[config.mk]
export PLATFORM = sky130hd
export DESIGN_NAME = counter_sched
export DESIGN_NICKNAME = d
export VERILOG_FILES = /design/src/rtl/counter_sched.sv
export SDC_FILE = /design/constraint.sdc
export NUM_CORES = 1
export LEC_CHECK = 0
export ABC_AREA = 0
export CAP_MARGIN = 10
export CORE_MARGIN = 3
export CORE_UTILIZATION = 39
export CTS_BUF_LIST = sky130_fd_sc_hd__clkbuf_4
export DETAILED_ROUTE_END_ITERATION = 8
export PLACE_DENSITY = 0.74
export SETUP_SLACK_MARGIN = 0.05
export SLEW_MARGIN = 5
export SYNTH_ARGS = -nofsm -noshare
export SYNTH_HDL_FRONTEND = slang
export SYNTH_SLANG_ARGS = --single-unit
[constraint.sdc]
create_clock -name clk_i -period 1.35 [get_ports clk_i]
set_clock_uncertainty 0.05 [all_clocks]
set_input_delay 0.135 -clock clk_i [delete_from_list [all_inputs] [get_ports clk_i]]
set_output_delay 0.135 -clock clk_i [all_outputs]
set_load 0.005 [all_outputs]
[src/rtl/counter_sched.sv]
// Round-robin scheduler that lends one shared free-running counter to two
// requesters as an interval timer. All outputs are registered.
// Optional build macro: CNT_SCHED_FIXED_PRIO_EN selects fixed priority
// (requester 0 always wins a tie) instead of round-robin.
module counter_sched #(
    parameter int unsigned BW = 3
) (
    input  logic          clk_i,
    input  logic          rst_i,
    input  logic [1:0]    req_i,
    input  logic [BW-1:0] len0_i,
    input  logic [BW-1:0] len1_i,
    input  logic          abort_i,
    input  logic [BW-1:0] cnt_val_i,
    output logic          cnt_rst_o,
    output logic [1:0]    grant_o,
    output logic [1:0]    done_o,
    output logic          busy_o
);

    typedef enum logic [1:0] {StIdle, StRun, StDone} state_e;

    state_e        state_q, state_d;
    logic [BW-1:0] len_q, len_d;
    logic [1:0]    grant_d, done_d;
    logic          busy_d, cnt_rst_d;
    logic          win;  // index of the requester that wins arbitration this cycle

`ifdef CNT_SCHED_FIXED_PRIO_EN
    // Requester 0 has priority whenever it requests.
    always_comb begin
        win = ~req_i[0];
    end
`else
    logic last_q, last_d;

    // A tie goes to the requester that did not win the last tie.
    always_comb begin
        if (req_i == 2'b11) begin
            win = ~last_q;
        end else begin
            win = ~req_i[0];
        end
    end
`endif

    // Next-state and registered-output decode.
    always_comb begin
        state_d   = state_q;
        len_d     = len_q;
        grant_d   = grant_o;
        done_d    = 2'b00;
        busy_d    = busy_o;
        cnt_rst_d = cnt_rst_o;
`ifndef CNT_SCHED_FIXED_PRIO_EN
        last_d    = last_q;
`endif
        unique case (state_q)
            StIdle: begin
                grant_d   = 2'b00;
                busy_d    = 1'b0;
                cnt_rst_d = 1'b1;
                if (req_i != 2'b00) begin
                    state_d   = StRun;
                    grant_d   = win ? 2'b10 : 2'b01;
                    len_d     = win ? len1_i : len0_i;
                    busy_d    = 1'b1;
                    cnt_rst_d = 1'b0;
`ifndef CNT_SCHED_FIXED_PRIO_EN
                    if (req_i == 2'b11) begin
                        last_d = win;
                    end
`endif
                end
            end
            StRun: begin
                if (abort_i) begin
                    // Cancelled interval: straight back to idle, no completion pulse.
                    state_d   = StIdle;
                    grant_d   = 2'b00;
                    busy_d    = 1'b0;
                    cnt_rst_d = 1'b1;
                end else if (cnt_val_i == len_q) begin
                    state_d   = StDone;
                    done_d    = grant_o;
                    grant_d   = 2'b00;
                    busy_d    = 1'b1;
                    cnt_rst_d = 1'b1;
                end
            end
            StDone: begin
                state_d   = StIdle;
                grant_d   = 2'b00;
                busy_d    = 1'b0;
                cnt_rst_d = 1'b1;
            end
            default: begin
                state_d   = StIdle;
                grant_d   = 2'b00;
                busy_d    = 1'b0;
                cnt_rst_d = 1'b1;
            end
        endcase
    end

    // State and output registers with synchronous reset.
    always_ff @(posedge clk_i) begin
        if (rst_i) begin
            state_q   <= StIdle;
            len_q     <= '0;
            grant_o   <= 2'b00;
            done_o    <= 2'b00;
            busy_o    <= 1'b0;
            cnt_rst_o <= 1'b1;
        end else begin
            state_q   <= state_d;
            len_q     <= len_d;
            grant_o   <= grant_d;
            done_o    <= done_d;
            busy_o    <= busy_d;
            cnt_rst_o <= cnt_rst_d;
        end
    end

`ifndef CNT_SCHED_FIXED_PRIO_EN
    // Round-robin pointer; reset to 1 so requester 0 wins the first tie.
    always_ff @(posedge clk_i) begin
        if (rst_i) begin
            last_q <= 1'b1;
        end else begin
            last_q <= last_d;
        end
    end
`endif

endmodule

==> results_dict.tcl, run 1 <==
set metrics [dict create \
    worstPathMaxFanout 2 \
    regArea_um2 244 \
    insertedDiodeCount 0 \
    drt-wirelength-per-cell_um 12.3 \
    cp-end-kind "flop" \
    grt_pass1_wl_mm 1.94 \
    vdd_drop_max_mv 0.517 \
    hold_viol_final 0 \
    utilization 0.713 \
    cp-start-kind "flop" \
    fill_cells 98 \
    drive_gt1_frac 0.253 \
    critPathRequiredTime_ns 1.46 \
    die_w_um 42.4 \
    relSlewSlack 0.831 \
    violations "negative setup slack" \
    synth_area_um2 518 \
    vias 550 \
    status "complete, but fails checks" \
    clk_pin_slew_worst_paths_ns 0.07 \
    max_cap_viol_count 0 \
    avgSynthCellArea_um2 9.09 \
    grt_pass1_vias 506 \
    ys_seq_area_frac 0.464 \
    whs_ns 0.404 \
    yosys_warnings 0 \
    yosysTopAreaCell "dfxtp_1" \
    portBuffers 19 \
    worstMarginPinSlew_ns 0.249 \
    grt_overflow_total 0 \
    min_period_ns 1.36 \
    power.density_nw_per_um2 1010 \
    synth_enable_flop_cells 0 \
    power_w 0.000840 \
    clock-root-buffer "clkbuf_4" \
    syn-num-nets 71 \
    multi_input_area_um2 280 \
    cts_tree "built" \
    start_util 0.442 \
    fp.dieArea_um2 1800 \
    rows 12 \
    hold_class "in -> reg" \
    drtIter0Drc 9 \
    p_leak_nw 0.333 \
    syn_inst 57 \
    final_nets 103 \
    met3WireLength_um 78 \
    cts_buffers 3 \
    die_h_um 42.4 \
    reg2regPathDepth 3 \
    clock_sinks 12 \
    synth_commonest_cells "12 x dfxtp_1, 6 x nor2_1, 4 x nand3_1, 4 x o21ai_0" \
    antenna_found_initial 0 \
    ys.flop_type "dfxtp_1" \
    clock_latency_ns 0.27 \
    postLayoutCellArea_um2 835 \
    crit_arrival_ns 1.47 \
    dpl_cell_area_um2 778 \
    gp_congestion 0.680 \
    async_flop_share 0 \
    wl_met2_um 623 \
    m1WireLength_um 513 \
    drc 0 \
    ant_nets 0 \
    clk_path_buf_depth 2 \
    yosys-top-cells-area "dfxtp_1 46%, a311oi_1 5.1%, xnor2_1 5.1%" \
    synthToLayoutAreaGrowth_pct 61.1 \
    drt-pass1-iter-count 4 \
    rsz0062_at_grt "true" \
    worstSetupPathType "reg -> reg" \
    ys_types 26 \
    finalSetupViolCount 1 \
    synth_seq_cells 12 \
    synth.top_cell.area_share 0.464 \
    io_pins 20 \
    routed_wl_mm 1.24 \
    min_delay_path_depth 3 \
    fin_ws_ns -0.0110 \
    gr-usage-all-layers 0.148 \
    fmax_mhz 735 \
    viasPerCell 5.45 \
    synth.most_common_cell "dfxtp_1" \
    core_area_um2 1170 \
    finalMaxSlewViolations 0 \
    cts_max_level 1 \
    post-route-period-util 1.01 \
    dr.max_layer_used "met4" \
    grt_max_degree 10 \
]
## per-stage QoR
step | TNS (ns) | std cells | setup WS, ns
6_report | -0.0110 | 101 | -0.0110
5_1_grt | -0.0614 | 101 | -0.0426
4_1_cts | -0.0250 | 101 | -0.0250
3_5_place_dp | -1.10 | 96 | -0.278
3_3_place_gp | -0.964 | 96 | -0.249
2_1_floorplan | -0.0151 | 57 | -0.0151
## worst max-delay path, cell delays in order (launching register included)
cell and delay [ns]:
dfxtp_2 0.33, or3b_4 0.37, or2_4 0.23, o32a_1 0.27
## area by class of cell
type	count	area share
Multi-Input combinational cell	42	0.336
Clock buffer	3	0.0270
Tap cell	14	0.0210
Inverter	1	0.00450
Timing Repair Buffer	29	0.319
Sequential cell	12	0.292
## worst paths after layout
kind	from	to	slack [ns]
worst max-delay path	state_q[0]	cnt_rst_o	-0.01
worst min-delay path	len1_i[0]	len_q[0]	0.40
worst max register to register	state_q[0]	cnt_rst_o	-0.01
worst min register to register	grant_o[0]	done_o[0]	0.41
## what timing repair did
item / 4_1_cts / 5_1_grt
resized for setup: 5 / 3
endpoints found under the setup margin: 3 / 8
pin swaps: 0 / 1
setup buffers: 2 / 0
hold buffers: 0 / 0
## cells by family (layout without fill, tap and decap cells)
group,after synthesis,in the layout,synth area share
flip-flops,12,12,0.464
AND/OR/NAND/NOR,23,23,0.249
buffers and inverters,3,33,0.0217
XOR/XNOR,3,3,0.0507
AO/OA/AOI/OAI,16,16,0.215
## per-layer routing
metal / vias to the layer above / global-route usage
li1: 273 / -
met1: 253 / 0.136
met2: 20 / 0.271
met3: 4 / 0.0386
met4: 0 / 0.112
met5: - / 0
## placed cells by master, fill, tap and decap left out
master and instances:
and2_1 1, clkbuf_4 3, o32ai_1 1, nand2b_1 1, a21o_1 1, o21ai_0 4, buf_4 10, xnor2_1 3
nand4_1 1, clkdlybuf4s50_1 17, or2_4 1, o22ai_2 1, and3_1 1, nor2_1 5, o32a_1 1, a221oi_1 1
or3b_4 1, nor2_4 1, dfxtp_2 3, a311oi_1 3, nand3_1 4, dfxtp_1 9, a21oi_1 3, dlygate4sd2_1 1
nand2_1 3, dlymetal6s2s_1 1, nor4b_1 1, nor2b_1 1, nand4b_1 1, or2_2 1, inv_1 1, a31o_2 1
## sequential cells by signal, indices dropped and copies added (netlist names)
signal / count
last_q: 1
cnt_rst_o: 1
done_o: 2
state_q: 2
busy_o: 1
grant_o: 2
len_q: 3
## power by group
group | internal [W] | switching (W)
registers | 0.000385 | 0.0000166
clock network | 0.000103 | 0.000115
logic | 0.000131 | 0.0000890
total | 0.000620 | 0.000221
No activity file was read; power rests on OpenSTA's default activity.
==> run 2: changes to the inputs <==
--- a/config.mk
+++ b/config.mk
@@ -10,6 +10,7 @@
 export CORE_MARGIN = 3
 export CORE_UTILIZATION = 39
 export CTS_BUF_LIST = sky130_fd_sc_hd__clkbuf_4
+export CTS_CLUSTER_DIAMETER = 60
 export DETAILED_ROUTE_END_ITERATION = 8
 export PLACE_DENSITY = 0.74
 export SETUP_SLACK_MARGIN = 0.05
==> constraint.sdc (replaced) <==
create_clock -name clk_i -period 1.35 [get_ports clk_i]
set_clock_uncertainty 0.05 [all_clocks]
set_input_delay 0.135 -clock clk_i [delete_from_list [all_inputs] [get_ports clk_i]]
set_output_delay 0.135 -clock clk_i [all_outputs]
set_load 0.1 [all_outputs]
==> run 2 against run 1 <==
Compared with the run above:
- the run still ends with negative setup slack left
- setup slack got worse by 0.034 ns
- worst hold slack got worse by 0.012 ns
- cell count unchanged
- largest cell class is now buffers
- largest power group unchanged
- highest routed layer unchanged
==> results_dict.tcl, run 2 (same netlist as run 1, synthesis figures left out) <==
set metrics [dict create \
    crit_arrival_ns 1.52 \
    clock_sinks 12 \
    path_delay_family "simple AND/OR/NAND/NOR gates" \
    drt-wirelength-per-cell_um 13.4 \
    finalSetupViolCount 1 \
    cts_max_level 1 \
    gr-usage-all-layers 0.165 \
    antenna_found_initial 0 \
    cp-start-kind "flop" \
    clk_path_buf_depth 2 \
    grt_max_degree 10 \
    synthToLayoutAreaGrowth_pct 73.2 \
    cts_setup_buffers 0 \
    fmax_mhz 717 \
    drc 0 \
    crit_buf_inv 0 \
    grt_pass1_wl_mm 2.15 \
    grt_overflow_total 0 \
    status "complete, but fails checks" \
    start_util 0.442 \
    rsz0062_at_grt "true" \
    reg2regPathDepth 3 \
    tns_ns -0.0452 \
    vdd_drop_max_mv 0.580 \
    crit_path_end "cnt_rst_o" \
    cts_buffers 3 \
    hold_class "in -> reg" \
    fp.dieArea_um2 1800 \
    utilization 0.766 \
    mostFrequentLayoutCell "clkdlybuf4s50_1" \
    insertedDiodeCount 0 \
    core_area_um2 1170 \
    holdBufCountCts 0 \
    final_cell_mix "13 x clkdlybuf4s50_1, 10 x buf_4, 8 x dfxtp_1, 6 x buf_12, 5 x nor2_1" \
    worstSetupPathType "reg -> reg" \
    p_leak_nw 0.347 \
    drt-pass1-iter-count 4 \
    fill_cells 91 \
    io_pins 20 \
    gp_congestion 0.659 \
    power_w 0.000964 \
    clock_latency_ns 0.28 \
    ant_nets 0 \
    largest_reg_flops 3 \
    post-route-period-util 1.03 \
    grt_pass1_vias 511 \
    r2r_slack_ns -0.05 \
    hpwl_mm 1.03 \
    cp.depth 3 \
    path_cells "or3b_4, or2_4, o32a_1" \
    die_w_um 42.4 \
    startpoint "state_q[0]" \
    regToRegEndpoint "cnt_rst_o" \
    cp-end-kind "flop" \
    relSlewSlack 0.843 \
    hold_viol_final 0 \
    portBuffers 19 \
    drtIter0Drc 5 \
    drive_gt1_frac 0.345 \
    max_cap_viol_count 0 \
    critPathRequiredTime_ns 1.47 \
    max_stage_delay_ns 0.38 \
    vias 562 \
    critPathSlowestCell "or3b_4" \
    top_register "len_q" \
    rows 12 \
    finalMaxSlewViolations 0 \
    clk_pin_slew_worst_paths_ns 0.08 \
    die_h_um 42.4 \
    violations "negative setup slack" \
    min_period_ns 1.40 \
    cts_tree "built" \
    worstMarginPinSlew_ns 0.236 \
    whs_ns 0.392 \
    viasPerCell 5.56 \
    r2r-start "state_q[0]" \
    worstPathMaxFanout 3 \
    routed_wl_mm 1.36 \
    power.density_nw_per_um2 1070 \
    clock-root-buffer "clkbuf_4" \
    fin_ws_ns -0.0452 \
    dp_slack_ns -0.282 \
    final_nets 103 \
]
run 2: worst min path at each step:
| stage | end | from | cells past startpoint | slack, ns |
|---|---|---|---|---|
| 2_1_floorplan | len_q[0] | len0_i[0] | 2 | 0.26 |
| 4_1_cts | len_q[0] | len1_i[0] | 3 | 0.40 |
| 5_1_grt | len_q[2] | len1_i[2] | 3 | 0.41 |
| 3_3_place_gp | done_o[0] | grant_o[0] | 2 | 0.42 |
| 6_report | len_q[0] | len1_i[0] | 3 | 0.39 |
| 3_5_place_dp | done_o[0] | grant_o[0] | 2 | 0.43 |
run 2: worst min-delay path: stages:
cell             delay (ns)
clkdlybuf4s50_1        0.39
o21ai_0                0.07
a311oi_1               0.08
run 2: metrics by stage:
step / cells / cell area, µm²
after floorplan: 57 / 522
after global placement: 98 / 857
after detailed placement: 98 / 857
after CTS: 101 / 881
after global routing: 101 / 897
final: 101 / 897
run 2: timing repair:
action / in CTS / in global routing
pin swaps: 0 / 1
setup endpoints to repair: 3 / 10
resized for setup: 1 / 3
run 2: layer usage:
layer / vias to the layer above / global-route usage / part of all wire
li1: 275 / - / -
met1: 262 / 0.148 / 0.37
met2: 20 / 0.325 / 0.56
met3: 5 / 0.0258 / 0.041
met4: 0 / 0.112 / 0.034
met5: - / 0 / 0
run 2: power breakdown:
part / switching (W) / internal [W]
Sequential: 0.0000251 / 0.000387
Clock: 0.000114 / 0.000103
Combinational: 0.000177 / 0.000157
Total: 0.000316 / 0.000648
run 2: cell type report:
class	instances	area [µm²]	share of cell area
clock buffers	3	22.5	0.0251
well taps	14	17.5	0.0195
inverters	1	3.75	0.00418
multi-input cells	42	283	0.315
repair buffers	29	325	0.363
flip-flops and latches	12	245	0.273
==> run 3: changes to the inputs <==
--- a/config.mk
+++ b/config.mk
@@ -6,6 +6,7 @@
 export NUM_CORES = 1
 export LEC_CHECK = 0
 export ABC_AREA = 0
+export ABC_CLOCK_PERIOD_IN_PS = 1350
 export CAP_MARGIN = 10
 export CORE_MARGIN = 3
 export CORE_UTILIZATION = 39
==> results of run 3 <==
Same layout as run 2: the final DEF is identical, and so are final timing and power.
